==> src/rtl/ece2300_stream_checker_pkg.sv <==
// Shared types and constants for the stream checker: FSM state encoding and
// LFSR seed/taps used by the optional random-stall path.
package ece2300_test_pkg;

    typedef enum logic [1:0] {
        IDLE = 2'd0,
        RUN  = 2'd1,
        DONE = 2'd2
    } state_t;

    localparam logic [15:0] LFSR_SEED = 16'hBEEF;
    // Galois form of x^16 + x^14 + x^13 + x^11 + 1
    localparam logic [15:0] LFSR_TAPS = 16'hB400;

endpackage

==> src/rtl/ece2300_stream_checker_lfsr16.sv <==
// 16-bit Galois LFSR; reseeds on rst or load, advances when en is high.
module ece2300_lfsr16
    import ece2300_test_pkg::*;
(
    input  logic        clk,
    input  logic        rst,
    input  logic        load,
    input  logic        en,
    output logic [15:0] q
);

    always_ff @(posedge clk) begin
        if (rst || load) begin
            q <= LFSR_SEED;
        end else if (en) begin
            q <= (q >> 1) ^ (q[0] ? LFSR_TAPS : 16'h0000);
        end
    end

endmodule

==> config.mk <==
export PLATFORM = sky130hd
export DESIGN_NAME = ece2300_lfsr16
export DESIGN_NICKNAME = d
export VERILOG_FILES = /design/src/rtl/ece2300_stream_checker_pkg.sv /design/src/rtl/ece2300_stream_checker_lfsr16.sv
export SDC_FILE = /design/constraint.sdc
export NUM_CORES = 1
export LEC_CHECK = 0
export ABC_AREA = 1
export CAP_MARGIN = 40
export CORE_MARGIN = 3
export CORE_UTILIZATION = 25
export CTS_CLUSTER_DIAMETER = 50
export CTS_CLUSTER_SIZE = 12
export DETAILED_ROUTE_END_ITERATION = 16
export GPL_TIMING_DRIVEN = 0
export SYNTH_ARGS = -nofsm -noshare
export SYNTH_HDL_FRONTEND = slang
export SYNTH_SLANG_ARGS = --single-unit
==> constraint.sdc <==
create_clock -name clk -period 1.7 [get_ports clk]
set_input_delay 0.17 -clock clk [delete_from_list [all_inputs] [get_ports clk]]
set_output_delay 0.17 -clock clk [all_outputs]
set_load 0.01 [all_outputs]
**After elaboration in Yosys (flattened, before gate mapping)**

Cells that the tools add are included.

- Bits in registers: 16
- Input port bits: 4
- Word-level logic and storage cells: 4

- Muxes and demuxes: 1
- Reduce and logical (&&, ||, !) cells: 1
- Bitwise gates (word level): 1

Operator list:

| kind | count |
|---|---|
| $mux 16 | 1 |
| $xor 15x16->16 | 1 |
| $logic_or 1x1->1 | 1 |

**Longest topological paths before layout**

- Depth in word-level cells: 2
- Depth in mapped cells: 5

**Worst setup path after synthesis**

No wires, ideal clock.

- Kind: register -> register
- Start: register q[0]
- End: register q[13]
- Clock period less this slack: 0.813 ns
- Required time: 1.587 ns
- Path buffers: 0
- Stages on the path, launching flop included: 6
- Library setup time: 0.113 ns
- Setup slack: 0.887 ns
- Arrival time: 0.700 ns
- Path through: dfxtp_1 inv_1 nand2_1 nand2_1 nand2_1 nand2_1

- Cells in the longest elaborated chain, start to end: 2

Ends and longest elaborated chain:

| what | line | source |
|---|---|---|
| start: declaration | ece2300_stream_checker_lfsr16.sv:9 | `output logic [15:0] q` |
| start signal: assignment | ece2300_stream_checker_lfsr16.sv:16 | `q <= (q >> 1) ^ (q[0] ? LFSR_TAPS : 16'h0000);` |
| $mux 16 | ece2300_stream_checker_lfsr16.sv:16 |  |
| $xor 15x16->16 | ece2300_stream_checker_lfsr16.sv:16 |  |

Every way passes these cells.
A chain may end at the register's enable or synchronous reset.

**Final worst setup path**

- Start: register q[0]
- End: output q[0]

No word-level cell between the ends.

==> impl_metrics.csv <==
group,metric,value,unit
placement,number_of_port_buffers,19,
finish,layout_commonest_cell,"nand2_1",
critical_path,crit_required,1.53,ns
sta,timing.final.crit_share,0.855,
yosys,yosysSeqAreaShare,0.510,
detailed_routing,drt_pass1_iterations,4,
detailed_routing,drtIter0Drc,12,
cts,number_of_buffers_created_by_cts,3,
finish,largest_reg_flops,16,
critical_path,critical_path_peak_fanout,6,
critical_path,cp_num_cells,1,
global_route,antenna_found_initial,0,
sta,final_hold_violations,0,
floorplan,die_area,3150,µm²
critical_path,reg2reg_depth,5,
floorplan,core.rowCount,17,
power_and_ir_drop,vdd_drop_max,0.258,mV
sta,min_period,1.45,ns
sta,rsz0062_at_grt,"false",
critical_path,start_point_of_the_critical_path,"q[0]",
critical_path,critical-path-top-delay-family,"buffers and inverters",
run_status,run_status,"complete, no violations",
critical_path,critPathArrivalTime,1.28,ns
cts,tritoncts_clock_tree,"done",
finish,final_cell_mix,"nand2_1, clkdlybuf4s50_1, dfxtp_1, inv_1, nand3_1",
cts,clkLatencyLatePin,0.28,ns
finish,diodes,0,
sta,worst_clock_skew,0.000678,ns
global_route,globalRouteMet3Util,0.00696,
global_route,grt.busiest_layer,"met1",
sta,timing.final.max_slew_violations,0,
global_route,grt_pass1_vias,510,
critical_path,setup.reg_to_reg.worst_slack,0.84,ns
yosys,synth_top_family_by_area,"simple AND/OR/NAND/NOR gates",
detailed_routing,vias_per_cell,4.26,
critical_path,critical_path_max_stage_delay,0.57,ns
yosys,netlist_instances,87,
critical_path,timing.rr.end,"q[10]",
critical_path,critical_path.cell_chain,"clkdlybuf4s50_1",
floorplan,coreArea,2300,µm²
critical_path,endpoint_kind,"output port",
cts,h-tree-depth,1,
global_route,grt_use_met2,0.127,
yosys,synth-seq-cells,16,
global_route,grt_max_degree,11,
floorplan,floorplan.initialDensity,0.273,
floorplan,floorplan.die.height,56.1,µm
sta,achievable-frequency,688,MHz
global_route,gr-total-overflow,0,
yosys,synthAdderAreaFrac,0,
yosys,synth-xor-area-share,0,
cts,postCtsHoldBufs,0,
placement,place_congestion,0.784,
cts,ctsResizeCount,0,
critical_path,crit_path_end,"q[0]",
flow_run,maxCapViolations,0,
placement,detailed_place_hpwl,975,µm
cts,clock_sink_count,16,
cts,max-clock-path-buffers,2,
worst_hold_path,hold_path.class,"flop to flop",
yosys,synth.net_count,91,
floorplan,i_o_pin_count,20,
yosys,synth.cell_area,628,µm²
critical_path,startpoint_class_of_the_critical_path,"flop",
detailed_routing,wire_per_inst,10.1,µm
sta,relSlewSlack,0.851,
sta,tightest_slew,0.223,ns
cts,cts.root.buffer_cell,"clkbuf_4",
global_route,grt_pass1_wl,2.33,mm
yosys,synth.mux.area_fraction,0,
yosys,yosysWarningCount,0,
power_and_ir_drop,total_power,0.760,mW
power_and_ir_drop,power-per-cell-area,854,nW/µm²
critical_path,kind_of_critical_path,"flop to output port",
critical_path,critical_path.n_buffers_inverters,1,
floorplan,dieWidth,56.1,µm
sta,setup_violations,0,
global_route,grt.met1_usage,0.129,
power_and_ir_drop,power.leakage,0.443,nW
yosys,syn-mean-instance-area,7.22,µm²
cts,clk_pin_slew_worst_paths,0.09,ns
yosys,post_synth_and_or_nand_nor_area_fraction,0.339,
finish,layout-drive-gt1-share,0.0727,
finish,reg.largest.list,"q: 16 flops",
detailed_routing,final_wirelength,1.39,mm
sta,final.setup.tns,0,ns
detailed_routing,drt_drc_violations_left,0,
detailed_routing,ant_nets,0,
finish,area_growth_syn_to_layout,41.6,%
global_route,gr-usage-all-layers,0.0919,
detailed_routing,routed-via-count,588,
finish,top_register,"q",
critical_path,timing.critical_path.slowest_stage_cell,"clkdlybuf4s50_1",
finish,final_stage_net_count,115,
cts,cts.repair_timing.setup_buffer_count,0,
yosys,synth-compound-area-share,0.0478,
yosys,netlist-cell-type-count,10,
critical_path,timing.rr.start,"q[0]",
[stage by stage]
step           utilization  hold WS (ns)  cell area (µm²)  setup slack, ns  cells
6_report             0.387         0.481              890            0.246    138
5_1_grt              0.387         0.511              890            0.199    138
2_1_floorplan            -         0.352              628            0.887     87
4_1_cts              0.387         0.489              890            0.245    138
3_3_place_gp         0.371         0.466              853            0.503    134
3_5_place_dp         0.371         0.469              853            0.512    134
[worst min-delay path by stage]
stage               startpoint  endpoint  slack, ns  cells past startpoint
finish                   q[15]     q[14]       0.48                      2
detailed placement        q[3]      q[3]       0.47                      2
global route              q[3]      q[3]       0.51                      2
global placement         q[15]     q[14]       0.47                      2
floorplan                   en     q[14]       0.35                      3
CTS                       q[3]      q[3]       0.49                      2
[Yosys cell counts]
master    number  share of area
nand3_1        8          0.064
inv_1          8          0.048
o211ai_1       2          0.024
buf_2          1         0.0080
dfxtp_1       16           0.51
nor2_1         7          0.042
nand2_1       39           0.23
buf_6          2          0.036
a21oi_1        3          0.024
buf_4          1          0.012
[metal layers]
layer,vias to the layer above,share of wire
met4,0,0.019
li1,311,-
met1,261,0.51
met2,14,0.43
met3,2,0.043
met5,-,0
[cell families after synthesis]
family,count (synthesis)
AND/OR/NAND/NOR,54
flip-flops,16
AO/OA/AOI/OAI,5
buffers and inverters,12
[cell type report]
cell class | instances | area, µm²
plain buffers | 4 | 35.0
clock buffers | 4 | 36.3
fillers | 257 | 1410
inverters | 8 | 30.0
multi-input cells | 59 | 243
flip-flops and latches | 16 | 320
well taps | 28 | 35.0
repair buffers | 19 | 190
[power by group]
part	total (mW)	switching, mW	leakage, nW	internal [mW]
clock	0.254	0.123	0.0210	0.130
combinational	0.104	0.0504	0.290	0.0533
sequential	0.402	0.0121	0.131	0.390
No activity file was read; power rests on OpenSTA's default activity.
